File: src/rtl/lib_cpu_pkg.sv
// Shared CPU types: the EXECUTE record handed from the ALU stage to memory/write-back.
package lib_cpu;

    localparam int unsigned XLEN   = 32;
    localparam int unsigned MEM_AW = 6;

    typedef struct packed {
        logic [XLEN-1:0]   pc;
        logic              w_req;
        logic [7:0]        w_data;
        logic              ack;
        logic              w_rd;
        logic [XLEN-1:0]   x_rd;
        logic              mem_r_req;
        logic              mem_w_req;
        logic [MEM_AW-1:0] mem_addr;
        logic              intr_en;
        logic [XLEN-1:0]   intr_pc;
        logic [XLEN-1:0]   intr_vec;
    } execute_t;

endpackage

File: src/rtl/mem_wb_stage_pkg.sv
// Write-back stage package: FSM states, data RAM geometry and the commit payload.
package lib_wb;

    import lib_cpu::*;

    localparam int unsigned RAM_DEPTH = 64;
    localparam int unsigned RAM_AW    = $clog2(RAM_DEPTH);
    localparam int unsigned RAM_DW    = XLEN;

    typedef enum logic {
        ST_IDLE = 1'b0,
        ST_LOAD = 1'b1
    } wb_state_e;

    // Fields of EXECUTE that matter at commit time (strobes and sr state).
    typedef struct packed {
        logic [XLEN-1:0] pc;
        logic            w_req;
        logic [7:0]      w_data;
        logic            ack;
        logic            intr_en;
        logic [XLEN-1:0] intr_pc;
        logic [XLEN-1:0] intr_vec;
    } wb_commit_t;

endpackage

File: src/rtl/mem_wb_stage_if.sv
// EXECUTE -> mem/wb handshake bundle.
interface mem_wb_stage_if #(
    parameter int unsigned RF_AW = 4
);
    import lib_cpu::*;

    logic             ex_valid;
    logic             ex_ready;
    execute_t         ex_ex;
    logic [RF_AW-1:0] ex_rd;

    modport master (output ex_valid, output ex_ex, output ex_rd, input ex_ready);
    modport slave  (input ex_valid, input ex_ex, input ex_rd, output ex_ready);

endinterface

File: src/rtl/mem_wb_stage_data_ram.sv
// 64x32 single-port data RAM: synchronous write, one-cycle synchronous read, write-first.
module data_ram
    import lib_wb::*;
(
    input  logic              clk,
    input  logic              we_i,
    input  logic              re_i,
    input  logic [RAM_AW-1:0] addr_i,
    input  logic [RAM_DW-1:0] wdata_i,
    output logic [RAM_DW-1:0] rdata_o
);

    logic [RAM_DW-1:0] mem_q [RAM_DEPTH];
    logic [RAM_DW-1:0] rdata_q;

    always_ff @(posedge clk) begin
        if (we_i) begin
            mem_q[addr_i] <= wdata_i;
            rdata_q       <= wdata_i;
        end else if (re_i) begin
            rdata_q <= mem_q[addr_i];
        end
    end

    assign rdata_o = rdata_q;

endmodule

File: src/rtl/mem_wb_stage.sv
// Memory-access / write-back stage: loads and stores against the data RAM, register-file
// commit, UART/interrupt strobes and the architectural sr registers.
module mem_wb_stage
    import lib_cpu::*;
    import lib_wb::*;
#(
    parameter logic [31:0] PC_RESET = 32'd0,
    parameter int unsigned RF_AW    = 4
) (
    input  logic             clk,
    input  logic             reset,
    mem_wb_stage_if.slave    ex_if,
    output logic             rf_we,
    output logic [RF_AW-1:0] rf_waddr,
    output logic [31:0]      rf_wdata,
    output logic             tx_req,
    output logic [7:0]       tx_data,
    output logic             intr_ack,
    output logic [31:0]      sr_pc,
    output logic [31:0]      sr_intr_pc,
    output logic [31:0]      sr_intr_vec,
    output logic             sr_intr_en,
    output logic             retire
);

    wb_state_e        state_q;
    logic             ready_q;
    wb_commit_t       ld_cm_q;
    logic [RF_AW-1:0] ld_rd_q;

    logic             rf_we_q, tx_req_q, intr_ack_q, retire_q, sr_intr_en_q;
    logic [RF_AW-1:0] rf_waddr_q;
    logic [31:0]      rf_wdata_q, sr_pc_q, sr_intr_pc_q, sr_intr_vec_q;
    logic [7:0]       tx_data_q;

    wb_commit_t       ex_cm_c, cm_c;
    logic             accept_c, commit_c, load_c, cm_we_c, ram_we_c, ram_re_c;
    logic [RF_AW-1:0] cm_addr_c;
    logic [31:0]      cm_data_c, ram_rdata;

    always_comb begin
        ex_cm_c.pc       = ex_if.ex_ex.pc;
        ex_cm_c.w_req    = ex_if.ex_ex.w_req;
        ex_cm_c.w_data   = ex_if.ex_ex.w_data;
        ex_cm_c.ack      = ex_if.ex_ex.ack;
        ex_cm_c.intr_en  = ex_if.ex_ex.intr_en;
        ex_cm_c.intr_pc  = ex_if.ex_ex.intr_pc;
        ex_cm_c.intr_vec = ex_if.ex_ex.intr_vec;
    end

    // Write-back mux: a LOAD cycle commits the latched load, otherwise the accepted record.
    always_comb begin
        accept_c  = ex_if.ex_valid && (state_q == ST_IDLE);
        commit_c  = 1'b0;
        load_c    = 1'b0;
        ram_we_c  = 1'b0;
        ram_re_c  = 1'b0;
        cm_we_c   = 1'b0;
        cm_c      = ex_cm_c;
        cm_addr_c = ex_if.ex_rd;
        cm_data_c = ex_if.ex_ex.x_rd;
        if (state_q == ST_LOAD) begin
            commit_c  = 1'b1;
            cm_we_c   = 1'b1;
            cm_c      = ld_cm_q;
            cm_addr_c = ld_rd_q;
            cm_data_c = ram_rdata;
        end else if (accept_c) begin
            if (ex_if.ex_ex.mem_w_req) begin
                ram_we_c = !reset;
                commit_c = 1'b1;
            end else if (ex_if.ex_ex.mem_r_req) begin
                ram_re_c = 1'b1;
                load_c   = 1'b1;
            end else begin
                commit_c = 1'b1;
                cm_we_c  = ex_if.ex_ex.w_rd;
            end
        end
        cm_we_c = cm_we_c && (cm_addr_c != '0);
    end

    data_ram u_data_ram (
        .clk     (clk),
        .we_i    (ram_we_c),
        .re_i    (ram_re_c),
        .addr_i  (ex_if.ex_ex.mem_addr),
        .wdata_i (ex_if.ex_ex.x_rd),
        .rdata_o (ram_rdata)
    );

    always_ff @(posedge clk) begin
        if (reset) begin
            state_q       <= ST_IDLE;
            ready_q       <= 1'b1;
            ld_cm_q       <= '0;
            ld_rd_q       <= '0;
            rf_we_q       <= 1'b0;
            rf_waddr_q    <= '0;
            rf_wdata_q    <= '0;
            tx_req_q      <= 1'b0;
            tx_data_q     <= '0;
            intr_ack_q    <= 1'b0;
            retire_q      <= 1'b0;
            sr_pc_q       <= PC_RESET;
            sr_intr_en_q  <= 1'b0;
            sr_intr_pc_q  <= '0;
            sr_intr_vec_q <= '0;
        end else begin
            rf_we_q    <= cm_we_c;
            tx_req_q   <= commit_c && cm_c.w_req;
            intr_ack_q <= commit_c && cm_c.ack;
            retire_q   <= commit_c;
            if (cm_we_c) begin
                rf_waddr_q <= cm_addr_c;
                rf_wdata_q <= cm_data_c;
            end
            if (commit_c) begin
                tx_data_q     <= cm_c.w_data;
                sr_pc_q       <= cm_c.pc;
                sr_intr_en_q  <= cm_c.intr_en;
                sr_intr_pc_q  <= cm_c.intr_pc;
                sr_intr_vec_q <= cm_c.intr_vec;
            end
            if (load_c) begin
                ld_cm_q <= ex_cm_c;
                ld_rd_q <= ex_if.ex_rd;
            end
            case (state_q)
                ST_IDLE: if (load_c) begin
                    state_q <= ST_LOAD;
                    ready_q <= 1'b0;
                end
                ST_LOAD: begin
                    state_q <= ST_IDLE;
                    ready_q <= 1'b1;
                end
                default: begin
                    state_q <= ST_IDLE;
                    ready_q <= 1'b1;
                end
            endcase
        end
    end

    assign ex_if.ex_ready = ready_q;
    assign rf_we          = rf_we_q;
    assign rf_waddr       = rf_waddr_q;
    assign rf_wdata       = rf_wdata_q;
    assign tx_req         = tx_req_q;
    assign tx_data        = tx_data_q;
    assign intr_ack       = intr_ack_q;
    assign retire         = retire_q;
    assign sr_pc          = sr_pc_q;
    assign sr_intr_en     = sr_intr_en_q;
    assign sr_intr_pc     = sr_intr_pc_q;
    assign sr_intr_vec    = sr_intr_vec_q;

endmodule
File: src/flat_wrapper.sv
// flat-port wrapper written by rule: the top's interface ports become plain ports
module mem_wb_stage_flat import lib_cpu::*; import lib_wb::*;
#(
    parameter logic [31:0] PC_RESET = 32'd0,
    parameter int unsigned RF_AW    = 4
)
  (clk, reset, rf_we, rf_waddr, rf_wdata, tx_req, tx_data, intr_ack, sr_pc, sr_intr_pc, sr_intr_vec, sr_intr_en, retire, ex_if_ex_valid, ex_if_ex_ex, ex_if_ex_rd, ex_if_ex_ready);
  mem_wb_stage_if #(.RF_AW(RF_AW)) ex_if_i ();
  input  logic clk;
  input  logic reset;
  output logic rf_we;
  output logic [RF_AW-1:0] rf_waddr;
  output logic [31:0] rf_wdata;
  output logic tx_req;
  output logic [7:0] tx_data;
  output logic intr_ack;
  output logic [31:0] sr_pc;
  output logic [31:0] sr_intr_pc;
  output logic [31:0] sr_intr_vec;
  output logic sr_intr_en;
  output logic retire;
  input wire logic [$bits(ex_if_i.ex_valid)-1:0] ex_if_ex_valid;
  input wire logic [$bits(ex_if_i.ex_ex)-1:0] ex_if_ex_ex;
  input wire logic [$bits(ex_if_i.ex_rd)-1:0] ex_if_ex_rd;
  output wire logic [$bits(ex_if_i.ex_ready)-1:0] ex_if_ex_ready;
  assign ex_if_i.ex_valid = ex_if_ex_valid;
  assign ex_if_i.ex_ex = ex_if_ex_ex;
  assign ex_if_i.ex_rd = ex_if_ex_rd;
  assign ex_if_ex_ready = ex_if_i.ex_ready;
  mem_wb_stage #(.PC_RESET(PC_RESET), .RF_AW(RF_AW)) u_core (.clk(clk), .reset(reset), .ex_if(ex_if_i), .rf_we(rf_we), .rf_waddr(rf_waddr), .rf_wdata(rf_wdata), .tx_req(tx_req), .tx_data(tx_data), .intr_ack(intr_ack), .sr_pc(sr_pc), .sr_intr_pc(sr_intr_pc), .sr_intr_vec(sr_intr_vec), .sr_intr_en(sr_intr_en), .retire(retire));
endmodule
File: config.mk
export PLATFORM = sky130hd
export DESIGN_NAME = mem_wb_stage_flat
export DESIGN_NICKNAME = d
export VERILOG_FILES = /design/src/rtl/lib_cpu_pkg.sv /design/src/rtl/mem_wb_stage_pkg.sv /design/src/rtl/mem_wb_stage_if.sv /design/src/rtl/mem_wb_stage_data_ram.sv /design/src/rtl/mem_wb_stage.sv /design/src/flat_wrapper.sv
export SDC_FILE = /design/constraint.sdc
export NUM_CORES = 2
export LEC_CHECK = 0
export CORE_MARGIN = 2
export CORE_UTILIZATION = 40
export DETAILED_ROUTE_END_ITERATION = 7
export PLACE_DENSITY = 0.54
export SLEW_MARGIN = 20
export SYNTH_ARGS = -nofsm -noshare
export SYNTH_HDL_FRONTEND = slang
export SYNTH_HIERARCHICAL = 1
export SYNTH_SLANG_ARGS = --single-unit
File: constraint.sdc
create_clock -name clk -period 5.3 [get_ports clk]
set_input_delay 0.53 -clock clk [delete_from_list [all_inputs] [get_ports clk]]
set_output_delay 0.53 -clock clk [all_outputs]
set_load 0.02 [all_outputs]
==> results.txt <==
- Top Ports: between 300 and 400
- By startpoint and endpoint, the worst setup path is classified as input port to flop.
- In the final routed layout, each cell accounts on average for ~35 um.
* Commonest cells post-synth: 2080 x sky130_fd_sc_hd__edfxtp_1, 337 x sky130_fd_sc_hd__mux2i_1, 314 x sky130_fd_sc_hd__nand2_1, 286 x sky130_fd_sc_hd__nor2_1, 258 x sky130_fd_sc_hd__dfxtp_1
* Reg area: a little under 0.07 mm^2
- Initial Utilization: 40.16%
* Peak supply drop: about 0.31 mV
- The number of nets handed over by synthesis was 5441.
- Sequential area share after synthesis: 75.10%
- After synthesis, the largest family of logic cells by area is multiplexers.
- FF+latch count, synth: 2338
- Worst flop-to-flop path endpoint: u_core/u_data_ram/rdata_o[6]
* Data arrival time of the critical path: 4.58 ns
- The synthesized netlist devotes 9.402% of its cell area to compound gates.
- Clock input transition at the sequential cells of the worst setup and hold paths: 0.06 ns
* Max Slew Vio Count: 0
- The initialized floorplan defines ~170 standard-cell rows.
* Total of max-cap violations: 0
* Nets: about 5900
- Summing every instance area after synthesis gives 0.09005 mm^2.
* Die X-Extent: 478.5 um
- Least-Margin Pin Slew: 1.216 ns
- Worst-case setup slack after placement: 0.5384 ns
* Ratio of cells with drive above 1 in the final layout: 19.30%
- Final setup violating endpoints: 0
* Number of different library cells in the post-synthesis netlist: 77
- After legalization and detailed placement, the total HPWL measured 194400 um.
- In this run, CTS created clock tree buffers numbering between 200 and 250.
- Clock tree from TritonCTS: yes
- Predominant post-synthesis flop cell: sky130_fd_sc_hd__edfxtp_1
- The share of synthesized area in the top cell type comes to 69.37%.
* Cell area after layout: 0.1064 mm^2
- Remaining global-route overflow: 0
* Final WS setup: 1.299 ns
* Main area contributors after synthesis: sky130_fd_sc_hd__edfxtp_1 69%, sky130_fd_sc_hd__dfxtp_1 5.7%, sky130_fd_sc_hd__mux4_2 4.1%
* Startpoint of the worst register-to-register path: u_core/state_q
* Max Fanout on Critical Path: 18
- Buffers inserted to repair hold after CTS numbered 0.
* Post-CTS Setup Bufs: 0
- The clock tree synthesis step divided the H-tree into 4 levels.
* Worst Clk Skew: 0.04517 ns
- The floorplan step defined a die boundary enclosing 0.2289 mm^2.
- Synthesis Warnings: 6
* Maximum number of pins on one net before global-route repair: between 100 and 150
- Cells fill 47.46% of the core in the end.
* Number of buffers on the longest clock path: 3
- CTS placed an instance of sky130_fd_sc_hd__clkbuf_16 at the clock tree root.
- Measured against its own limit, the worst slew margin works out to 18.70%.
* Initial antenna violation count: 20
- R2r setup slk: around 1.8 ns
- Area of the core region: between 0.2 and 0.25 mm^2
* Shortest clock period the worst path allows after layout: 4.001 ns
* Post-synthesis cell count: about 5300
* Critical path endpoint category: flop
* Maximum clock frequency: 249.9 MHz
- Post-synthesis cell type with the largest combined area: sky130_fd_sc_hd__edfxtp_1
* Post-Place Cell Area: 0.09820 mm^2
- Top-count cell post-synth: sky130_fd_sc_hd__edfxtp_1
- The first detailed-routing pass took 7 iterations.
- Global placement routability congestion: 0.8804
- Number of hold violations in the final report: 0
- Final Power: 40.62 mW
* Number of gates resized after cts: 0
* Power density cells: 381.7 mW/mm^2
- Critical Path Source Type: input port
- Critical path required time: roughly 5.9 ns
- After detailed routing, the number of remaining DRC violations is 0.
- First-pass GRT wire length: 433900 um
- Number of clock sinks: 2338
- Depth of the most critical reg-to-reg path: 8
* Setup TNS: 0 ns
* Antenna viol nets, final: 0
* Hold-critical path endpoint: u_core/u_data_ram/mem_q[7][8]
- The routed design has 317300 um of wire.
- In the synthesized netlist the async set-or-reset flop fraction comes to 0%.
- Static Leak: 33.74 nW
- Skew-Pair Late Insertion Delay: 0.91 ns
- Multi-input combinational cell area: 0.02106 mm^2
- Count of buffers inserted at the top-level ports: 300
- Setup repair after global routing left no endpoint under its margin.
- Relative area change from synthesis to final layout: 18.18%
* Mean number of vias per cell: 6.157
* Post-Synth Adder-Cell Area: 0%
- A synthesized cell averages 17.03 um^2.
- Count of filler cells inserted in the layout: 18990
* Final worst-path cycle share: 75.49%
- Total global-route track usage: 27.12%
- The synthesized design contains 2080 enable-type register cells.
- Post-Synth XOR/XNOR Area: 0%
- Hold crit path type: input port to flop
- Mux cell area share after synthesis: around a tenth
* Vert. Die Dim: 478.5 um
- Number of DRC violations after detailed-routing iteration 0: 7674
- Synthesized-area fraction occupied by and/or/nand/nor cells: ~3.3%
- Via count of the first global-routing pass: 52340
* Number of vias in the routed layout: approximately 55000
- Status: finished clean
- Hold Path Cell Cnt: 1
- Origin of the worst min-delay path: ex_if_ex_ex[81]
## worst max-delay path: stages
cell	delay, ns
sky130_fd_sc_hd__clkdlybuf4s50_1	1.10
sky130_fd_sc_hd__or3b_2	0.82
sky130_fd_sc_hd__nor2_1	0.37
sky130_fd_sc_hd__a22oi_1	0.51
sky130_fd_sc_hd__nand3_1	0.15
sky130_fd_sc_hd__nor4b_1	0.86
sky130_fd_sc_hd__a41oi_1	0.21
## report_power, final
| part | internal (mW) | leakage [nW] | switching (mW) |
|---|---|---|---|
| registers | 20.2 | 20.8 | 0.0927 |
| logic | 0.901 | 8.94 | 1.91 |
| clock network | 10.1 | 3.97 | 7.41 |
| total | 31.2 | 33.7 | 9.41 |
## through the flow
step                instances  hold slack [ns]
finish                   8946          0.08429
global route             8939          0.07420
CTS                      8939          0.04533
detailed placement       8487           0.4461
global placement         8486           0.4415
floorplan                5286           0.4360
## flip-flops by register name (all words and copies together), names as in the netlist, 4 cells and up
name,flops
u_core/ld_cm_q,107
u_core/sr_intr_vec,32
u_core/rf_wdata,32
u_core/tx_data,8
u_core/sr_pc,32
u_core/rf_waddr,4
u_core/u_data_ram/mem_q,2048
u_core/sr_intr_pc,32
u_core/ld_rd_q,4
u_core/u_data_ram/rdata_o,32
## layer usage
metal  global-route usage (%)  part of all wire, %  up-vias
li1                         -                    -    22340
met1                    37.48                   40    28820
met2                    40.79                   44     3346
met3                    8.179                   12      560
met4                    9.130                  3.5       16
met5                        0                0.033        -
## final cells by class
| cell class | count | share of cell area, % |
|---|---|---|
| antenna | 7 | 0.01646 |
| clock buffer | 299 | 5.942 |
| multi-input combinational | 2559 | 19.79 |
| clock inverter | 153 | 1.754 |
| timing repair buffer | 588 | 5.379 |
| sequential | 2338 | 63.55 |
| tap | 2992 | 3.518 |
| inverter | 10 | 0.04468 |
## cell usage in the layout (no fill, tap or decap), types with 56 or more instances in the layout
cell,instances
sky130_fd_sc_hd__a211oi_1,145
sky130_fd_sc_hd__a221oi_1,223
sky130_fd_sc_hd__nor2_1,217
sky130_fd_sc_hd__clkdlybuf4s50_1,264
sky130_fd_sc_hd__clkbuf_16,241
sky130_fd_sc_hd__mux4_2,164
sky130_fd_sc_hd__dfxtp_1,257
sky130_fd_sc_hd__o22ai_1,96
sky130_fd_sc_hd__o21ai_0,104
sky130_fd_sc_hd__nand2_1,313
sky130_fd_sc_hd__a21oi_1,247
sky130_fd_sc_hd__mux2i_1,337
sky130_fd_sc_hd__a22oi_1,148
sky130_fd_sc_hd__buf_12,56
sky130_fd_sc_hd__mux2_2,174
sky130_fd_sc_hd__buf_4,232
sky130_fd_sc_hd__edfxtp_1,2080
sky130_fd_sc_hd__nor2_4,69
## worst max path at each step
stage	start	endpoint	slack, ns	cells past startpoint
2_1_floorplan	reset	u_core/u_data_ram/mem_q[32][0]	1.11	8
4_1_cts	ex_if_ex_ex[70]	u_core/u_data_ram/rdata_o[29]	1.50	7
3_5_place_dp	ex_if_ex_ex[70]	u_core/u_data_ram/rdata_o[29]	0.54	7
3_3_place_gp	ex_if_ex_ex[70]	u_core/u_data_ram/rdata_o[17]	-0.13	6
6_report	ex_if_ex_ex[70]	u_core/u_data_ram/rdata_o[29]	1.30	7
5_1_grt	ex_if_ex_ex[70]	u_core/u_data_ram/rdata_o[19]	1.28	8
## logic make-up after synthesis
| kind of cell | after synthesis |
|---|---|
| flops | 2338 |
| mux | 675 |
| simple gates | 703 |
| compound gates | 1181 |
| buf+inv | 389 |
No activity file was read; power rests on OpenSTA's default activity.
